### src/rtl/voting_booth_arbiter_if.sv
// Booth/tally signal bundle for voting_booth_arbiter.
// slave: the arbiter side. master: the booth/controller side.
// The audit counter outputs exist only when VOTE_AUDIT_EN is defined.
interface voting_booth_arbiter_if #(
   parameter int NUM_BOOTHS = 4,
   parameter int CAND_W     = 2
`ifdef VOTE_AUDIT_EN
   , parameter int CNT_W    = 16
`endif
);
   localparam int BOOTH_W = $clog2(NUM_BOOTHS);

   logic                         i_open;
   logic                         i_close;
   logic [NUM_BOOTHS-1:0]        i_req;
   logic [NUM_BOOTHS*CAND_W-1:0] i_cand;
   logic [NUM_BOOTHS-1:0]        o_ack;
   logic                         o_inc_valid;
   logic [CAND_W-1:0]            o_inc_cand;
   logic [BOOTH_W-1:0]           o_inc_booth;
   logic [1:0]                   o_state;
`ifdef VOTE_AUDIT_EN
   logic [CNT_W-1:0]             o_total;
   logic [CNT_W-1:0]             o_reject;
`endif

   modport slave (
      input  i_open, i_close, i_req, i_cand,
      output o_ack, o_inc_valid, o_inc_cand, o_inc_booth, o_state
`ifdef VOTE_AUDIT_EN
      , output o_total, o_reject
`endif
   );

   modport master (
      output i_open, i_close, i_req, i_cand,
      input  o_ack, o_inc_valid, o_inc_cand, o_inc_booth, o_state
`ifdef VOTE_AUDIT_EN
      , input o_total, o_reject
`endif
   );
endinterface

### src/rtl/voting_booth_arbiter.sv
// voting_booth_arbiter: session FSM plus round-robin arbiter sharing one tally
// increment port among NUM_BOOTHS booths. Each grant locks the booth for HOLDOFF
// cycles and disarms it until its request is seen low, so a held request counts once.
// Optional macro VOTE_AUDIT_EN adds saturating o_total / o_reject audit counters.
module voting_booth_arbiter #(
   parameter int NUM_BOOTHS = 4,
   parameter int NUM_CAND   = 3,
   parameter int CAND_W     = 2,
   parameter int HOLDOFF    = 16
`ifdef VOTE_AUDIT_EN
   , parameter int CNT_W    = 16
`endif
) (
   input logic                   clk,
   input logic                   rst,
   voting_booth_arbiter_if.slave bus
);
   localparam int BOOTH_W = $clog2(NUM_BOOTHS);
   localparam int LOCK_W  = $clog2(HOLDOFF + 1);

   typedef enum logic [1:0] {
      ST_IDLE   = 2'd0,
      ST_OPEN   = 2'd1,
      ST_DRAIN  = 2'd2,
      ST_CLOSED = 2'd3
   } state_t;

   state_t                state_reg;
   logic [BOOTH_W-1:0]    ptr_reg;
   logic [NUM_BOOTHS-1:0] ack_reg;
   logic                  inc_valid_reg;
   logic [CAND_W-1:0]     inc_cand_reg;
   logic [BOOTH_W-1:0]    inc_booth_reg;

   logic [NUM_BOOTHS-1:0] lock_zero;
   logic [NUM_BOOTHS-1:0] eligible;
   logic [NUM_BOOTHS-1:0] grant_onehot;
   logic                  grant_any;
   logic [BOOTH_W-1:0]    grant_idx;
   logic [CAND_W-1:0]     grant_cand;
   logic                  grant_cand_ok;
   logic                  all_quiet;

   // (base + off) modulo NUM_BOOTHS, with off < NUM_BOOTHS
   function automatic logic [BOOTH_W-1:0] rr_index(input logic [BOOTH_W-1:0] base, input int off);
      int s;
      s = int'(base) + off;
      if (s >= NUM_BOOTHS) s = s - NUM_BOOTHS;
      return BOOTH_W'(s);
   endfunction

   generate
      for (genvar gi = 0; gi < NUM_BOOTHS; gi++) begin : g_booth
         logic [LOCK_W-1:0] lock_reg;
         logic              armed_reg;

         assign lock_zero[gi] = (lock_reg == '0);
         assign eligible[gi]  = (state_reg == ST_OPEN) && bus.i_req[gi] && lock_zero[gi] && armed_reg;

         // per-booth holdoff countdown and re-arm on a sampled-low request
         always_ff @(posedge clk) begin
            if (rst) begin
               lock_reg  <= '0;
               armed_reg <= 1'b1;
            end else if (grant_onehot[gi]) begin
               lock_reg  <= LOCK_W'(HOLDOFF);
               armed_reg <= 1'b0;
            end else begin
               if (!lock_zero[gi]) lock_reg <= lock_reg - 1'b1;
               if (!bus.i_req[gi]) armed_reg <= 1'b1;
            end
         end
      end
   endgenerate

   assign all_quiet = &lock_zero;

   // round-robin pick: scan from ptr downward-in-priority so the nearest offset wins
   always_comb begin
      grant_any    = 1'b0;
      grant_idx    = '0;
      grant_onehot = '0;
      for (int k = NUM_BOOTHS - 1; k >= 0; k--) begin
         if (eligible[rr_index(ptr_reg, k)]) begin
            grant_any = 1'b1;
            grant_idx = rr_index(ptr_reg, k);
         end
      end
      if (grant_any) grant_onehot[grant_idx] = 1'b1;
   end

   assign grant_cand    = bus.i_cand[grant_idx*CAND_W +: CAND_W];
   assign grant_cand_ok = (int'(grant_cand) < NUM_CAND);

   // session FSM with registered grant outputs and round-robin pointer
   always_ff @(posedge clk) begin
      if (rst) begin
         state_reg     <= ST_IDLE;
         ptr_reg       <= '0;
         ack_reg       <= '0;
         inc_valid_reg <= 1'b0;
         inc_cand_reg  <= '0;
         inc_booth_reg <= '0;
      end else begin
         ack_reg       <= grant_onehot;
         inc_valid_reg <= grant_any && grant_cand_ok;
         inc_cand_reg  <= (grant_any && grant_cand_ok) ? grant_cand : '0;
         inc_booth_reg <= grant_any ? grant_idx : '0;
         if (grant_any) ptr_reg <= rr_index(grant_idx, 1);
         case (state_reg)
            ST_IDLE: begin
               if (bus.i_close)     state_reg <= ST_CLOSED;
               else if (bus.i_open) state_reg <= ST_OPEN;
            end
            ST_OPEN: begin
               if (bus.i_close) state_reg <= ST_DRAIN;
            end
            ST_DRAIN: begin
               if (all_quiet) state_reg <= ST_CLOSED;
            end
            default: state_reg <= ST_CLOSED;
         endcase
      end
   end

   assign bus.o_ack       = ack_reg;
   assign bus.o_inc_valid = inc_valid_reg;
   assign bus.o_inc_cand  = inc_cand_reg;
   assign bus.o_inc_booth = inc_booth_reg;
   assign bus.o_state     = state_reg;

`ifdef VOTE_AUDIT_EN
   logic [CNT_W-1:0] total_reg;
   logic [CNT_W-1:0] reject_reg;

   // saturating audit counters, updated alongside the grant and frozen once closed
   always_ff @(posedge clk) begin
      if (rst) begin
         total_reg  <= '0;
         reject_reg <= '0;
      end else if (grant_any && state_reg != ST_CLOSED) begin
         if (grant_cand_ok) begin
            if (total_reg != '1) total_reg <= total_reg + 1'b1;
         end else begin
            if (reject_reg != '1) reject_reg <= reject_reg + 1'b1;
         end
      end
   end

   assign bus.o_total  = total_reg;
   assign bus.o_reject = reject_reg;
`endif
endmodule

### src/flat_wrapper.sv
// flat-port wrapper written by rule: the top's interface ports become plain ports
module voting_booth_arbiter_flat 
#(
   parameter int NUM_BOOTHS = 4,
   parameter int NUM_CAND   = 3,
   parameter int CAND_W     = 2,
   parameter int HOLDOFF    = 16

)
  (clk, rst, bus_i_open, bus_i_close, bus_i_req, bus_i_cand, bus_o_ack, bus_o_inc_valid, bus_o_inc_cand, bus_o_inc_booth, bus_o_state);
  voting_booth_arbiter_if #(.NUM_BOOTHS(NUM_BOOTHS), .CAND_W(CAND_W)) bus_i ();
  input logic clk;
  input logic rst;
  input wire logic [$bits(bus_i.i_open)-1:0] bus_i_open;
  input wire logic [$bits(bus_i.i_close)-1:0] bus_i_close;
  input wire logic [$bits(bus_i.i_req)-1:0] bus_i_req;
  input wire logic [$bits(bus_i.i_cand)-1:0] bus_i_cand;
  output wire logic [$bits(bus_i.o_ack)-1:0] bus_o_ack;
  output wire logic [$bits(bus_i.o_inc_valid)-1:0] bus_o_inc_valid;
  output wire logic [$bits(bus_i.o_inc_cand)-1:0] bus_o_inc_cand;
  output wire logic [$bits(bus_i.o_inc_booth)-1:0] bus_o_inc_booth;
  output wire logic [$bits(bus_i.o_state)-1:0] bus_o_state;
  assign bus_i.i_open = bus_i_open;
  assign bus_i.i_close = bus_i_close;
  assign bus_i.i_req = bus_i_req;
  assign bus_i.i_cand = bus_i_cand;
  assign bus_o_ack = bus_i.o_ack;
  assign bus_o_inc_valid = bus_i.o_inc_valid;
  assign bus_o_inc_cand = bus_i.o_inc_cand;
  assign bus_o_inc_booth = bus_i.o_inc_booth;
  assign bus_o_state = bus_i.o_state;
  voting_booth_arbiter #(.NUM_BOOTHS(NUM_BOOTHS), .NUM_CAND(NUM_CAND), .CAND_W(CAND_W), .HOLDOFF(HOLDOFF)) u_core (.clk(clk), .rst(rst), .bus(bus_i));
endmodule
### config.mk
export PLATFORM = sky130hd
export DESIGN_NAME = voting_booth_arbiter_flat
export DESIGN_NICKNAME = d
export VERILOG_FILES = /design/src/rtl/voting_booth_arbiter_if.sv /design/src/rtl/voting_booth_arbiter.sv /design/src/flat_wrapper.sv
export SDC_FILE = /design/constraint.sdc
export NUM_CORES = 1
export LEC_CHECK = 0
export BUFFER_PORTS_ARGS = -buffer_cell sky130_fd_sc_hd__buf_2
export CAP_MARGIN = 25
export CORE_UTILIZATION = 50
export CTS_CLUSTER_DIAMETER = 200
export CTS_CLUSTER_SIZE = 12
export DETAILED_ROUTE_END_ITERATION = 7
export GPL_TIMING_DRIVEN = 0
export PLACE_DENSITY = 0.84
export SETUP_SLACK_MARGIN = 0.4
export SLEW_MARGIN = 10
export SYNTH_ARGS = -nofsm -noshare
export SYNTH_HDL_FRONTEND = slang
export SYNTH_SLANG_ARGS = --single-unit
### constraint.sdc
create_clock -name clk -period 2.8 [get_ports clk]
set_input_delay 0.56 -clock clk [delete_from_list [all_inputs] [get_ports clk]]
set_output_delay 0.56 -clock clk [all_outputs]
set_load 0.005 [all_outputs]
==> flow_summary_export.csv <==
group,metric,value,unit
detailed_routing,drc,0,
floorplanning,ioPinCount,27,
critical_path,path_class,"register to register",
pwr,powerDensity,1060,nW/µm²
detailed_routing,drt_iter0_drc,95,
finish,final_core_util,79.0,%
synth,postSynthNetCount,239,
placement,dpl.hpwl,2780,µm
sta,whs,0.500,ns
synth,synth_seq_cells,37,
pwr,leakagePower,1.18,nW
floorplanning,fp.dieH,62.9,µm
cts,path_clk_slew,0.07,ns
global_routing,grt-ovfl-total,0,
floorplanning,die_area,3960,µm²
placement,port_buffers,25,
synth,synth_area_per_cell,8.79,µm²
pwr,p_seq_share,29.1,%
placement,routabilityCongestion,0.824,
pwr,pwr-share-clk,12.5,%
detailed_routing,first_pass_iters,4,
finish,final_nets,302,
global_routing,grt_pass1_vias,1725,
pwr,power_switching,1.17,mW
sta,setup_viol,0,
cts,numCtsBuffers,5,
floorplanning,die_w,62.9,µm
floorplanning,rows,21,
cts,clock_tree.buffer_depth,2,
detailed_routing,wire_per_inst,16.1,µm
outcome,status,"finished, final reports clean",
critical_path,crit_required,2.96,ns
critical_path,critPathBufInv,4,
critical_path,cp.arrival,2.75,ns
global_routing,grt_max_degree,12,
finish,largest_register_ff_count,20,
cts,cts_hold_buf,0,
finish,diodes,0,
job,cap_viol_max_count,0,
detailed_routing,routed_via_density,5.66,
sta,hold_violations,0,
critical_path,critPathLaunchType,"register",
cts,clock_sinks,37,
synth,ys_types,39,
sta,fmax,0.385,GHz
pwr,comb_power_share,58.4,%
sta,tightest_slew,1.12,ns
sta,max-slew-margin-rel,24.1,%
placement,place_ws,-0.0137,ns
critical_path,cp_cell_sequence,"inv_2 > ha_4 > or4b_4 > buf_6 > or3_4 > a211oi_4 > or2_1 > buf_6 > inv_4 > ha_4 > a21oi_2 > nor2_1",
cts,h-tree-depth,2,
finish,final_cells,321,
sta,rsz0062_at_grt,"true",
detailed_routing,drt_wl_total,5170,µm
critical_path,max_stage_delay,0.45,ns
critical_path,slowest_stage,"or4b_4",
sta,fin_crit,2.59,ns
critical_path,cp-end-kind,"register",
critical_path,critPathTopFamily,"simple AND/OR/NAND/NOR gates",
synth,yosysWarningCount,0,
detailed_routing,vias,1816,
pwr,internal_power,1.70,mW
synth,syn_area,1850,µm²
placement,place_inst,282,
sta,finalWorstSetupSlack,0.206,ns
pwr,total_power,2.87,mW
pwr,vdd_drop_max,0.664,mV
synth,ys_seq_area_share,39.9,%
critical_path,critPathMaxFanout,4,
synth,syn_inst,211,
cts,cts_root_buf,"clkbuf_8",
global_routing,antenna_found_initial,0,
detailed_routing,postRouteAntennaNets,0,
synth,async_reset_ff_share,0,%
finish,layout_common_cells,"33 x dfxtp_1, 26 x buf_4, 25 x nor2_1, 25 x buf_2",
synth,synthFlopType,"dfxtp_1",
floorplanning,coreArea,3440,µm²
finish,layout-drive-gt1-share,47.3,%
hold_path,hold_path.class,"input port to register",
cts,clk_latency,0.29,ns
synth,synth_edf_count,0,
finish,areaGrowthSynthToFinish,46.6,%
sta,fin_crit_sh,92.7,%
cts,cts_tree,"yes",
finish,final_common_cell,"dfxtp_1",
floorplanning,initial_core_util,53.9,%
global_routing,grt_usage,25.4,%
global_routing,grt_pass1_wl,7890,µm
sta,skew,0.00450,ns
sta,maxSlewViolCount,0,
pwr,swShare,40.7,%
==> worst paths after layout <==
path                                 start                             to  slack [ns]  cells after the start
max          u_core.g_booth[0].lock_reg[0]              u_core.ptr_reg[1]        0.21                     12
min reg2reg  u_core.g_booth[1].lock_reg[0]  u_core.g_booth[1].lock_reg[0]        0.55                      2
max reg2reg  u_core.g_booth[0].lock_reg[0]              u_core.ptr_reg[1]        0.21                     12
min                            bus_i_close          u_core.bus.o_state[1]        0.50                      3
==> synth_stat cells, types with 2 or more instances <==
| master | instances | area, µm² |
|---|---|---|
| dfxtp_1 | 37 | 741 |
| nor2_1 | 25 | 93.8 |
| nor3_1 | 25 | 125 |
| inv_1 | 17 | 63.8 |
| ha_1 | 12 | 150 |
| a21oi_1 | 11 | 55.1 |
| nand2_1 | 10 | 37.5 |
| nand2b_1 | 9 | 56.3 |
| xnor2_1 | 8 | 70.1 |
| a211oi_1 | 5 | 37.5 |
| and2_1 | 5 | 31.3 |
| a21o_1 | 4 | 30.0 |
| clkbuf_1 | 3 | 11.3 |
| nor4b_1 | 3 | 26.3 |
| or3_1 | 3 | 18.8 |
| a22o_1 | 2 | 17.5 |
| buf_2 | 2 | 10.0 |
| nand3b_1 | 2 | 15.0 |
| nand4b_1 | 2 | 17.5 |
| nor2b_1 | 2 | 12.5 |
| nor4b_2 | 2 | 30.0 |
| o21ai_0 | 2 | 10.0 |
| o221ai_1 | 2 | 17.5 |
| o32ai_1 | 2 | 17.5 |
| or4b_1 | 2 | 20.0 |
==> cell type report <==
cell class                      instances  area, µm²
Sequential cell                        37        746
Clock buffer                            6       72.6
Fill cell                             226        724
Multi-Input combinational cell        151       1340
Buffer                                  6       48.8
Inverter                               17       71.3
Timing Repair Buffer                   56        377
Tap cell                               46       57.6
Clock inverter                          2       10.0
==> metal layers <==
| metal | routed length, µm | global-route usage, % | up-vias |
|---|---|---|---|
| met5 | 0 | 0 | - |
| met4 | 118 | 11.0 | 0 |
| met3 | 258 | 3.65 | 16 |
| met2 | 2670 | 45.2 | 71 |
| met1 | 2120 | 30.0 | 864 |
| li1 | - | - | 865 |
==> worst register-to-register path, cell delays in order, from the launching register on <==
cell      delay [ns]
dfxtp_2         0.33
inv_2           0.07
ha_4            0.13
or4b_4          0.45
buf_6           0.13
or3_4           0.37
a211oi_4        0.23
or2_1           0.14
buf_6           0.13
inv_4           0.05
ha_4            0.21
a21oi_2         0.15
nor2_1          0.05
==> kinds of logic after synthesis <==
family          synth area share, %
compound gates                 15.3
xor+xnor                       3.78
buf+inv                        5.20
simple gates                   27.7
fa+ha+maj                      8.10
flops                          39.9
==> stage by stage <==
| step | cell area, µm² | TNS [ns] |
|---|---|---|
| floorplan | 2010 | 0 |
| global placement | 2190 | 0 |
| detailed placement | 2190 | -0.0444 |
| CTS | 2610 | 0 |
| global route | 2720 | 0 |
| finish | 2720 | 0 |
==> power by group through the flow <==
stage / combinational [mW] / sequential, mW / clock [mW]
floorplan: 0.922 / 0.798 / 0
global placement: 1.09 / 0.817 / 0
detailed placement: 1.13 / 0.823 / 0
CTS: 1.51 / 0.820 / 0.362
global route: 1.81 / 0.846 / 0.388
finish: 1.68 / 0.835 / 0.360
==> what timing repair did <==
action,4_1_cts,5_1_grt
gates resized for setup,42,10
setup endpoints to repair,35,34
setup buffers,21,10
pin swaps,15,10
Power figures use the tool's default switching activity.
